`src/rtl/pc_sequencer.sv`:
```
// ============================================================================
// pc_sequencer : program counter sequencer with JMP/BRC/CALL/RET/HALT and a
//                one-cycle FLUSH bubble after every taken branch.
// Optional return stack: define PC_RETURN_STACK_EN.   Revision: 1.0
// ============================================================================
`default_nettype none

module pc_sequencer (
  input  logic       clk,
  input  logic       reset,
  input  logic [4:0] i,
  input  logic [2:0] s,
  input  logic       val,
  input  logic [7:0] target,
  input  logic [7:0] flags,
  input  logic       instr_valid,
  input  logic       stall,
  output logic [7:0] pc,
  output logic       taken,
  output logic       flush,
  output logic       halted,
  output logic       stack_err
);

  localparam logic [4:0] c_OP_JMP  = 5'h10;
  localparam logic [4:0] c_OP_BRC  = 5'h11;
  localparam logic [4:0] c_OP_CALL = 5'h12;
  localparam logic [4:0] c_OP_RET  = 5'h13;
  localparam logic [4:0] c_OP_HALT = 5'h1F;

  typedef enum logic [1:0] {
    ST_RUN   = 2'd0,
    ST_FLUSH = 2'd1,
    ST_HALT  = 2'd2
  } state_t;

  state_t     r_state, w_state_nxt;
  logic [7:0] r_pc, w_pc_nxt;
  logic       r_taken, w_taken_nxt;
  logic [7:0] w_seq;

  assign w_seq = r_pc + 8'd1;

`ifdef PC_RETURN_STACK_EN
  logic [7:0] r_stack [0:3];
  logic [2:0] r_sp;
  logic       r_err;
  logic       w_push, w_pop, w_err_set;
  logic [1:0] w_top;

  assign w_top = r_sp[1:0] - 2'd1;
`endif

  always_comb begin
    w_state_nxt = r_state;
    w_pc_nxt    = r_pc;
    w_taken_nxt = r_taken;
`ifdef PC_RETURN_STACK_EN
    w_push      = 1'b0;
    w_pop       = 1'b0;
    w_err_set   = 1'b0;
`endif
    if (!stall) begin
      case (r_state)
        ST_RUN: begin
          w_taken_nxt = 1'b0;
          if (instr_valid) begin
            w_pc_nxt = w_seq;
            case (i)
              c_OP_JMP: begin
                w_pc_nxt    = target;
                w_taken_nxt = 1'b1;
                w_state_nxt = ST_FLUSH;
              end
              c_OP_BRC: begin
                // selector 7 is reserved as "never"
                if (s != 3'd7 && flags[s] == val) begin
                  w_pc_nxt    = target;
                  w_taken_nxt = 1'b1;
                  w_state_nxt = ST_FLUSH;
                end
              end
              c_OP_CALL: begin
                w_pc_nxt    = target;
                w_taken_nxt = 1'b1;
                w_state_nxt = ST_FLUSH;
`ifdef PC_RETURN_STACK_EN
                if (r_sp == 3'd4) w_err_set = 1'b1;
                else              w_push    = 1'b1;
`endif
              end
              c_OP_RET: begin
`ifdef PC_RETURN_STACK_EN
                if (r_sp == 3'd0) begin
                  w_err_set = 1'b1;
                end else begin
                  w_pop       = 1'b1;
                  w_pc_nxt    = r_stack[w_top];
                  w_taken_nxt = 1'b1;
                  w_state_nxt = ST_FLUSH;
                end
`endif
              end
              c_OP_HALT: begin
                w_pc_nxt    = r_pc;
                w_state_nxt = ST_HALT;
              end
              default: ;
            endcase
          end
        end
        ST_FLUSH: w_state_nxt = ST_RUN;
        default:  ;
      endcase
    end
  end

  always_ff @(posedge clk or posedge reset) begin
    if (reset) begin
      r_state <= ST_RUN;
      r_pc    <= 8'h00;
      r_taken <= 1'b0;
    end else begin
      r_state <= w_state_nxt;
      r_pc    <= w_pc_nxt;
      r_taken <= w_taken_nxt;
    end
  end

`ifdef PC_RETURN_STACK_EN
  always_ff @(posedge clk or posedge reset) begin
    if (reset) begin
      r_sp  <= 3'd0;
      r_err <= 1'b0;
    end else begin
      if (w_push)    r_sp  <= r_sp + 3'd1;
      if (w_pop)     r_sp  <= r_sp - 3'd1;
      if (w_err_set) r_err <= 1'b1;
    end
  end

  // entry contents deliberately carry no reset
  always_ff @(posedge clk) begin
    if (w_push) r_stack[r_sp[1:0]] <= w_seq;
  end

  assign stack_err = r_err;
`else
  assign stack_err = 1'b0;
`endif

  assign pc     = r_pc;
  assign taken  = r_taken;
  assign flush  = (r_state == ST_FLUSH);
  assign halted = (r_state == ST_HALT);

endmodule

`default_nettype wire

```
`config.mk`:
```
export PLATFORM = sky130hd
export DESIGN_NAME = pc_sequencer
export DESIGN_NICKNAME = d
export VERILOG_FILES = /design/src/rtl/pc_sequencer.sv
export SDC_FILE = /design/constraint.sdc
export NUM_CORES = 1
export LEC_CHECK = 0
export ABC_CLOCK_PERIOD_IN_PS = 2650
export CAP_MARGIN = 20
export CORE_MARGIN = 2
export CORE_UTILIZATION = 43
export CTS_CLUSTER_DIAMETER = 100
export CTS_CLUSTER_SIZE = 8
export DETAILED_ROUTE_END_ITERATION = 10
export GPL_ROUTABILITY_DRIVEN = 0
export PLACE_DENSITY = 0.95
export SYNTH_ARGS = -nofsm -noshare
export SYNTH_HDL_FRONTEND = slang
export SYNTH_SLANG_ARGS = --single-unit
export TNS_END_PERCENT = 5
```
`constraint.sdc`:
```
create_clock -name clk -period 2.65 [get_ports clk]
set_input_delay 0.53 -clock clk [delete_from_list [all_inputs] [get_ports clk]]
set_output_delay 0.53 -clock clk [all_outputs]
set_load 0.02 [all_outputs]
```
==> reports/metrics.sh, run 1 <==
PATH_DEPTH=7
CP_DATA_ARRIVAL_TIME_NS=2.62
CRITICAL_PATH_BUF_INV_COUNT=1
POWER.IR.VDD_WORST_V=0.000161
SYNTHDOMINANTCELLAREASHARE_PCT=32.3
NUM_ANTENNA_CELLS=0
CLK_PIN_SLEW_NS=0.07
MAX_CLOCK_FREQ_MHz=404
SYNTH.FF_LATCH_COUNT=11
CTS.HTREE.LEVELS=1
TRITONCTS_CLOCK_TREE='done'
GRT.OVERFLOW.TOTAL=0
DETAIL_ROUTE.FIRST_PASS.ITERATIONS=4
WORSTPATHMAXFANOUT=8
WORSTREG2REGEND='pc[7]'
TIMING.RR.START='pc[0]'
FP.COREAREA_UM2=1920
SYNTH-SEQ-AREA-SHARE_PCT=32.3
SYNTH_CELLS=92
IO_BUFFERS=39
SYNTH.NET_COUNT=122
DPL_CELL_AREA_UM2=1250
P_PER_AREA_nW_PER_UM2=299
YOSYS.AREA.TOP_TYPE='dfrtp_1'
TIMING.SETUP.TNS_NS=0
LEAKAGE_nW=0.534
FLOORPLAN.ROWS=16
DRV_SLEW=0
SETUP.REG_TO_REG.WORST_SLACK_NS=1.02
SYNTH_AREA_UM2=853
ANTENNA_VIOLATIONS_BEFORE_REPAIR=0
INITIAL_CORE_UTIL_PCT=44.4
STATUS='finished, final reports clean'
VIAS_IN_THE_FIRST_GLOBAL_ROUTE=901
YS_DOMINANT_REG_CELL='dfrtp_1'
CLOCKBUFFERDEPTH=2
GLOBAL_ROUTE.USAGE.TOTAL_PCT=19.8
GRT_FIRST_PASS_WIRELENGTH_MM=3.72
LAYOUT_AREA_OVERHEAD_PCT=50.6
GRT_START_MAX_NET_PINS=14
DIE-AREA_UM2=2360
SKEW_NS=0.00434
FP.DIEH_UM=48.5
CRITICAL_PATH.TOP_DELAY_FAMILY='multiplexers'
CRITICAL_PATH.ENDPOINT='pc[3]'
WORST_PATH_LARGEST_CELL_DELAY_NS=0.51
DRIVE_ABOVE_1_SHARE_PCT=11.2
HOLD_PATH.CLASS='in2async'
SYNTH.TOP_CELLS.BY_AREA='dfrtp_1 32%, mux4_1 6.2%, mux2i_1 5.9%, nand2_1 4.8%, o31ai_1 3.5%'
INITIALDRTVIOLATIONCOUNT=24
CP_MAX_DELAY_CELL='or4b_4'
WORST_SETUP_PATH_STARTPOINT='flags[7]'
SYNTHESIS.AREA_PER_INSTANCE_UM2=9.28
TRITONCTS.NUM_BUFFERS=3
FINALWIRELENGTH_MM=2.15
CP-END-KIND='register'
MET1_USAGE_GRT_PCT=21.5
POST_SYNTH_MOST_FREQUENT_CELLS='11 x dfrtp_1, 11 x nand2_1, 7 x inv_1, 6 x nor2_1'
GLOBAL_ROUTE_TRACK_USAGE_ON_MET3_PCT=4.32
CRITPATHLAUNCHTYPE='input pin'
HOLD_VIO_CNT_FINAL=0
POST_DRT_WL_PER_CELL_UM=13.3
CRIT_PATH_CELL_TRACE='clkdlybuf4s50_1 -> mux4_2 -> mux2i_4 -> or4b_4 -> nand3_4 -> mux2i_2 -> a22oi_2'
TIMING.FINAL.CRIT_SHARE_PCT=93.3
CLK-INSERTION-DELAY-LATE_NS=0.28
YOSYS_SYNTHESIS_WARNING_COUNT=0
CRIT_TYPE='in2reg'
MET2_USAGE_PCT=38.2
GRT_MOST_USED_LAYER='met2'
COUNT_OF_FLIP_FLOPS_WITH_A_BUILT_IN_ENABLE_AFTER_SYNTHESIS=0
CP_DATA_REQUIRED_TIME_NS=2.80
NETLIST-CELL-TYPE-COUNT=38
GRT_SETUP_UNREPAIRED='no'
DRT_DRC_VIOLATIONS_LEFT=0
FINAL_NET_COUNT=165
ROUTE.DETAILED.VIAS_PER_INST=5.49
TRITONCTS_NUM_SINKS=11
MAXCAPVIOLATIONS=0
HPWLAFTERDP_MM=1.74
TIMING.FINAL.CRIT_PERIOD_NS=2.47
FF2FF_PATH_DEPTH=6
DETAIL-ROUTE-ANTENNA-NETS=0
CTSROOTBUFFERMASTER='clkbuf_4'
LAYOUT.CELL_AREA.NON_FILLER_UM2=1280
DIE_WIDTH_UM=48.5
VIA_COUNT=884
POSTSYNTH.ASYNCRESETSHARE_PCT=100
FLOORPLAN.IO_PINS=41
FINAL-SETUP-VIOL-COUNT=0
==> cell type report <==
cell class	instances	area [um^2]
well taps	27	33.8
flip-flops and latches	11	275
fillers	173	637
inverters	7	26.3
clock buffers	4	26.3
repair buffers	41	404
multi-input cells	71	519
==> layer usage <==
layer	routed length (um)	up-vias
met4	20	0
li1	-	426
met1	841	423
met5	0	-
met3	127	2
met2	1160	33
==> placed cells by master, fill, tap and decap left out, types with 2 or more instances in the layout <==
master and instances:
dfrtp_1 11, mux4_2 2, and3_1 2, inv_1 7
nor2b_1 2, o31ai_1 4, buf_4 2, a21oi_1 3
a22oi_1 3, o21ai_0 4, nand3_1 5, nand2_1 11
mux2i_1 4, clkbuf_4 3, nor2_1 6, clkdlybuf4s50_1 38
a31oi_1 3
==> worst min-delay path by stage <==
stage	from	endpoint	slack, ns	depth (start not counted)
2_1_floorplan	reset	pc[0]	0.38	1
3_3_place_gp	taken	taken	0.48	2
3_5_place_dp	taken	taken	0.53	2
4_1_cts	taken	taken	0.54	2
5_1_grt	taken	taken	0.56	2
6_report	reset	pc[3]	0.54	2
==> sequential cells by signal, indices dropped and copies added, names as in the netlist <==
name / count
pc: 8
r_state: 2
taken: 1
==> cell families (layout without fill, tap and decap cells) <==
kind of cell | after synthesis | after routing | share of synthesized area [%]
muxes | 8 | 8 | 14.7
DFF | 11 | 11 | 32.3
buffers and inverters | 11 | 52 | 7.63
xor gates and xnor gates | 1 | 1 | 1.03
and+or+nand+nor | 37 | 38 | 25.1
AOI/OAI and AO/OA | 22 | 22 | 17.4
other | 1 | 1 | 0.439
adders and majority gates | 1 | 1 | 1.47
==> per-stage QoR <==
| stage | util (%) | worst slack [ns] | hold slack [ns] | cells | power (mW) |
|---|---|---|---|---|---|
| 2_1_floorplan | - | 0.263 | 0.382 | 92 | 0.214 |
| 3_3_place_gp | 65.2 | -0.291 | 0.485 | 156 | 0.264 |
| 3_5_place_dp | 65.2 | -0.400 | 0.528 | 156 | 0.267 |
| 4_1_cts | 66.9 | 0.162 | 0.544 | 161 | 0.384 |
| 5_1_grt | 66.9 | 0.0991 | 0.564 | 161 | 0.401 |
| 6_report | 66.9 | 0.178 | 0.536 | 161 | 0.384 |
==> what timing repair did <==
item                       4_1_cts  5_1_grt
setup endpoints to repair        7        0
hold buffers                     0        0
buffers inserted                 0        0
gates resized for setup          4        0
==> power breakdown <==
group / total, mW / internal [mW] / switching (mW) / leakage, nW
logic: 0.0930 / 0.0599 / 0.0330 / 0.404
registers: 0.172 / 0.170 / 0.00252 / 0.115
clock network: 0.119 / 0.0584 / 0.0607 / 0.0150
total: 0.384 / 0.288 / 0.0963 / 0.534
Power figures use the tool's default switching activity.
==> run 2, diff against run 1 <==
Settings changed: ABC_CLOCK_PERIOD_IN_PS 2650 to 2150, CORE_UTILIZATION 43 to 36, PLACE_DENSITY 0.95 to not set, PLACE_DENSITY_LB_ADDON set to 0.15.
Clock period 2.65 ns to 2.15 ns, I/O delays scaled along.
==> run 2 against run 1 <==
Final cell count is 6.2% higher. Total power is 26% higher. Die area is 18% higher. Critical endpoint unchanged. Clock skew is 0.00050 ns lower. Critical path depth stayed put.
==> reports/metrics.sh, run 2 (same netlist as run 1, synthesis figures left out) <==
STATUS='finished, final reports clean'
SKEW_NS=0.00383  # -0.000505 ns
FINAL_COMMON_CELL='clkdlybuf4s50_1'
DP_WORST_SETUP_SLACK_NS=-0.723  # -0.323 ns
P_PER_AREA_nW_PER_UM2=360  # +20%
TIMING.SETUP.TNS_NS=0  # unchanged
DRT_DRC_VIOLATIONS_LEFT=0  # unchanged
DRV_SLEW=0  # unchanged
P_TOTAL_mW=0.484  # +26%
FP.DIEH_UM=52.7  # +8.5%
DPL_CELL_AREA_UM2=1300  # +3.7%
FLOORPLAN.IO_PINS=41  # unchanged
WORST_PATH_LARGEST_CELL_DELAY_NS=0.52  # about the same
WORSTPATHMAXFANOUT=8  # unchanged
GRT_START_MAX_NET_PINS=12  # -2
CLK_PIN_SLEW_NS=0.08  # about the same
LAYOUT.CELL_AREA.NON_FILLER_UM2=1340  # +4.6%
POST_DRT_WL_PER_CELL_UM=12.6  # -5.3%
VIA_COUNT=891  # +0.79%
HOLD-WORST-SLACK_NS=0.442  # -0.0938 ns
FLIP_FLOP_COUNT_OF_THE_LARGEST_REGISTER_ALL_COPIES_AND_WORDS_ADDED=8  # unchanged
GRT_SETUP_UNREPAIRED='yes'
HPWLAFTERDP_MM=1.63  # -6.4%
FINAL_NET_COUNT=174  # +5.5%
CTS.HTREE.LEVELS=1  # unchanged
IO_BUFFERS=39  # unchanged
DIE_WIDTH_UM=52.7  # +8.5%
TIMING.FINAL.CRIT_SHARE_PCT=94.6
DETAIL_ROUTE.FIRST_PASS.ITERATIONS=4  # unchanged
TIMING.FINAL.CRIT_PERIOD_NS=2.03
TRITONCTS.NUM_BUFFERS=3  # unchanged
CP-END-KIND='register'
HOLD_VIO_CNT_FINAL=0  # unchanged
FINALNONFILLERCELLS=171  # +6.2%
FINALWIRELENGTH_MM=2.16  # +0.61%
FINAL_CELL_MIX='25 x clkdlybuf4s50_1, 11 x nand2_1, 11 x dfrtp_1, 11 x buf_4, 8 x clkbuf_2'
FLOORPLAN.ROWS=17  # +1
GRT.OVERFLOW.TOTAL=0  # unchanged
FINAL.SETUP.WORST_SLACK_NS=0.116  # -0.0617 ns
DRIVE_ABOVE_1_SHARE_PCT=23.8  # +13 points
CP_DATA_REQUIRED_TIME_NS=2.32  # -0.48 ns
CLOCKBUFFERDEPTH=2  # unchanged
CLK-INSERTION-DELAY-LATE_NS=0.28  # about the same
TRITONCTS_CLOCK_TREE='done'
DIE-AREA_UM2=2780  # +18%
DETAIL-ROUTE-ANTENNA-NETS=0  # unchanged
POWER.IR.VDD_WORST_V=0.000227  # +41%
FINAL-SETUP-VIOL-COUNT=0  # unchanged
FP.COREAREA_UM2=2230  # +16%
MAX_CLOCK_FREQ_MHz=492
TRITONCTS_NUM_SINKS=11  # unchanged
ANTENNA_VIOLATIONS_BEFORE_REPAIR=0  # unchanged
CP_MAX_DELAY_CELL='or4b_4'
CRIT_TYPE='in2reg'
CRIT_PATH_CELL_TRACE='buf_8 -> mux4_2 -> mux2i_4 -> or4b_4 -> nand3_4 -> mux2i_1 -> a22oi_2'
ROUTE.DETAILED.VIAS_PER_INST=5.21  # -5.1%
INITIALDRTVIOLATIONCOUNT=9  # -63%
GLOBAL_ROUTE.USAGE.TOTAL_PCT=18.0  # -1.8 points
GRT_FIRST_PASS_WIRELENGTH_MM=3.61  # -3.0%
HOLD_PATH.CLASS='in2async'
UTILIZATION_PCT=60.2  # -6.7 points
LAYOUT_AREA_OVERHEAD_PCT=57.5
VIAS_IN_THE_FIRST_GLOBAL_ROUTE=869  # -3.6%
MAXCAPVIOLATIONS=0  # unchanged
LEAKAGE_nW=0.623  # +17%
CRITPATHLAUNCHTYPE='input pin'
CP_DATA_ARRIVAL_TIME_NS=2.20  # -0.42 ns
CTSROOTBUFFERMASTER='clkbuf_4'
PLACEDCELLCOUNT=164  # +5.1%
NUM_ANTENNA_CELLS=0  # unchanged
INITIAL_CORE_UTIL_PCT=38.2  # -6.2 points
## run 2: critical path, delay by kind of cell
family / cells / cell delay (ns)
mux: 3 / 0.93
buf+inv: 1 / 0.08
compound gates: 1 / 0.07
simple gates: 2 / 0.69
## run 2: path summary, 6_finish.rpt
| kind | startpoint | endpoint | slack [ns] | cells after the start |
|---|---|---|---|---|
| min in group clk | taken | taken | 0.51 | 2 |
| hold reg to reg | taken | taken | 0.51 | 2 |
| max in group asynchronous | reset | r_state[1] | 1.40 | 2 |
| setup / recovery | s[0] | pc[3] | 0.12 | 7 |
| hold / removal | reset | pc[0] | 0.44 | 2 |
| setup reg to reg | pc[0] | pc[7] | 0.54 | 6 |
## run 2: layer usage
layer | wire length (um) | global-route usage (%) | part of all wire, %
met2 | 1070 | 32.7 | 49
met1 | 892 | 19.3 | 41
met5 | 0 | 0 | 0
met3 | 151 | 3.14 | 7.0
met4 | 53 | 10.3 | 2.5
## run 2: power breakdown
group | total (mW) | switching (mW) | internal [mW]
clock network | 0.151 | 0.0790 | 0.0722
registers | 0.212 | 0.00296 | 0.209
logic | 0.120 | 0.0446 | 0.0758
total | 0.484 | 0.127 | 0.357
## run 2: cell type report
class,instances,area (um^2)
fillers,214,890
flip-flops and latches,11,275
repair buffers,50,448
well taps,28,35.0
clock buffers,4,26.3
inverters,7,26.3
multi-input cells,71,533
## run 2: what timing repair did
item,in CTS,in global routing
endpoints found under the setup margin,11,7
hold buffers,0,0
setup buffers,1,1
resized for setup,24,17
cloned,1,0
pin swaps,2,5
==> run 3, diff against run 2 <==
Settings changed: CORE_MARGIN 2 to not set.
==> run 3 against run 2 <==
Sequential power barely moved. Global-route usage rose by 0.88 points. Design area about the same. Register-to-register slack is essentially flat. First-iteration DRC count is 22% higher. Final cell count grew 0.58%. Critical path type unchanged. Highest routed layer unchanged.
==> reports/metrics.sh, run 3 (same netlist as run 1, synthesis figures left out) <==
DETAIL_ROUTE.FIRST_PASS.ITERATIONS=4  # unchanged
POWER.IR.VDD_WORST_V=0.000221  # -2.6%
FINALWIRELENGTH_MM=2.05  # -5.0%
FINAL-SETUP-VIOL-COUNT=0  # unchanged
GRT_SETUP_UNREPAIRED='no'
SWITCHING_SHARE_PCT=25.6  # -0.62 points
POST_DRT_WL_PER_CELL_UM=11.9  # -5.6%
SKEW_NS=0.00475  # +0.000917 ns
FP.COREAREA_UM2=2230  # unchanged
GRT.OVERFLOW.TOTAL=0  # unchanged
TIMING.RR.START='pc[0]'
REGISTER_AREA_UM2=275  # unchanged
P_PER_AREA_nW_PER_UM2=359  # -0.23%
FF2FF_PATH_DEPTH=7  # +1
IO_BUFFERS=39  # unchanged
TIMING.FINAL.CRIT_SHARE_PCT=95.8  # +1.2 points
TRITONCTS.NUM_BUFFERS=3  # unchanged
MAX_CLOCK_FREQ_MHz=486  # -1.2%
CLK_PIN_SLEW_NS=0.08  # about the same
DIE_WIDTH_UM=50.7  # -3.8%
HOLD_PATH.CLASS='in2async'
NFILLCELLS=199  # -7.0%
DIE-AREA_UM2=2570  # -7.4%
ROUTE.DETAILED.VIAS_PER_INST=5.22  # +0.20%
CLOCKBUFFERDEPTH=2  # unchanged
UTILIZATION_PCT=60.2  # about the same
GRT_FIRST_PASS_WIRELENGTH_MM=3.66  # +1.5%
CTS.HTREE.LEVELS=1  # unchanged
FP.DIEH_UM=50.7  # -3.8%
CRITPATHLAUNCHTYPE='input pin'
LEAKAGE_nW=0.612  # -1.8%
FLIP_FLOP_COUNT_OF_THE_LARGEST_REGISTER_ALL_COPIES_AND_WORDS_ADDED=8  # unchanged
HOLD-WORST-SLACK_NS=0.454  # +0.0119 ns
TRITONCTS_CLOCK_TREE='done'
AREA_OCCUPIED_BY_MULTI_INPUT_GATES_UM2=537  # +0.70%
CLK-INSERTION-DELAY-LATE_NS=0.28  # about the same
SETUP.REG_TO_REG.WORST_SLACK_NS=0.53  # about the same
DRT_DRC_VIOLATIONS_LEFT=0  # unchanged
P_SEQ_SHARE_PCT=43.9  # about the same
P_SW_mW=0.123  # -2.5%
WORSTREG2REGEND='pc[6]'
TIMING.FINAL.CRIT_PERIOD_NS=2.06  # +0.0255 ns
CP-END-KIND='register'
LAYOUT_AREA_OVERHEAD_PCT=57.6  # about the same
FLOORPLAN.IO_PINS=41  # unchanged
GRT_START_MAX_NET_PINS=12  # unchanged
NUM_ANTENNA_CELLS=0  # unchanged
FINALNONFILLERCELLS=172  # +0.58%
MAXCAPVIOLATIONS=0  # unchanged
GLOBAL_ROUTE.USAGE.TOTAL_PCT=18.9  # +0.88 points
DRIVE_ABOVE_1_SHARE_PCT=25.0  # +1.2 points
WORSTPATHMAXFANOUT=8  # unchanged
CP_DATA_ARRIVAL_TIME_NS=2.21  # about the same
FINAL_COMMON_CELL='clkdlybuf4s50_1'
FINAL_NET_COUNT=175  # +0.57%
CTSROOTBUFFERMASTER='clkbuf_4'
CRITICAL_PATH.ENDPOINT='pc[3]'
CRIT_TYPE='in2reg'
PLACEDCELLCOUNT=164  # unchanged
INITIAL_CORE_UTIL_PCT=38.2  # unchanged
HPWLAFTERDP_MM=1.60  # -1.8%
FLOORPLAN.ROWS=17  # unchanged
STATUS='finished, final reports clean'
COMB_POWER_SHARE_PCT=25.5  # +0.6 points
DETAIL-ROUTE-ANTENNA-NETS=0  # unchanged
WORST_SETUP_PATH_STARTPOINT='s[0]'
HOLD_VIO_CNT_FINAL=0  # unchanged
P_INT_mW=0.360  # +0.71%
VIA_COUNT=898  # +0.79%
CTS_HOLD_REPAIR.BUFFERS=0  # unchanged
TRITONCTS_NUM_SINKS=11  # unchanged
CLOCK_POWER_SHARE_PCT=30.6  # -0.7 points
ANTENNA_VIOLATIONS_BEFORE_REPAIR=0  # unchanged
FINAL_CELL_MIX='27 x clkdlybuf4s50_1, 12 x buf_4, 11 x nand2_1, 11 x dfrtp_1, 8 x clkbuf_2'
DRV_SLEW=0  # unchanged
INITIALDRTVIOLATIONCOUNT=11  # +2
CP_DATA_REQUIRED_TIME_NS=2.30  # -0.02 ns
VIAS_IN_THE_FIRST_GLOBAL_ROUTE=899  # +3.5%
[run 3: power groups by stage]
stage               Sequential [mW]  Clock (mW)  Combinational, mW
finish                        0.212       0.148              0.123
global route                  0.212       0.158              0.134
CTS                           0.212       0.150              0.122
detailed placement            0.216           0              0.120
global placement              0.216           0              0.118
floorplan                     0.215           0             0.0487
[run 3: cell type report]
class / instances / area share [%]
timing repair buffer: 51 / 33.1
multi-input combinational: 71 / 39.9
inverter: 7 / 1.95
clock buffer: 4 / 1.95
sequential: 11 / 20.5
tap: 28 / 2.60
[run 3: worst min path at each step]
stage                 end  slack, ns  cells after the start
floorplan           pc[0]       0.28                      1
global placement    taken       0.49                      2
detailed placement  taken       0.50                      2
CTS                 pc[6]       0.47                      2
global route        taken       0.49                      2
finish              pc[6]       0.45                      2
[run 3: stage by stage]
stage / TNS, ns / power [mW] / setup slack, ns / area [um^2]
floorplan: -0.229 / 0.264 / -0.0624 / 846
global placement: -5.67 / 0.334 / -0.655 / 1300
detailed placement: -6.37 / 0.336 / -0.734 / 1300
CTS: 0 / 0.485 / 0.00811 / 1360
global route: 0 / 0.504 / 0.00322 / 1350
finish: 0 / 0.483 / 0.0903 / 1350
[run 3: per-layer routing]
layer	vias to the layer above	wire length, um	GRT usage (%)	part of all wire, %
li1	446	-	-	-
met1	411	917	22.5	45
met2	37	995	33.1	48
met3	4	104	3.03	5.1
met4	0	34	8.33	1.7
met5	-	0	0	0
[run 3: timing repair]
action                                  in CTS  in global routing
pin swaps                                    2                  4
endpoints found under the setup margin      11                  7
setup buffers                                2                  1
gates resized for setup                     24                 15
gates cloned                                 1                  0
[run 3: worst max-delay path, cell delays in order]
cell	delay, ns
buf_6	0.08
mux4_2	0.52
mux2i_4	0.17
or4b_4	0.51
nand3_4	0.17
mux2i_2	0.25
a22oi_2	0.07
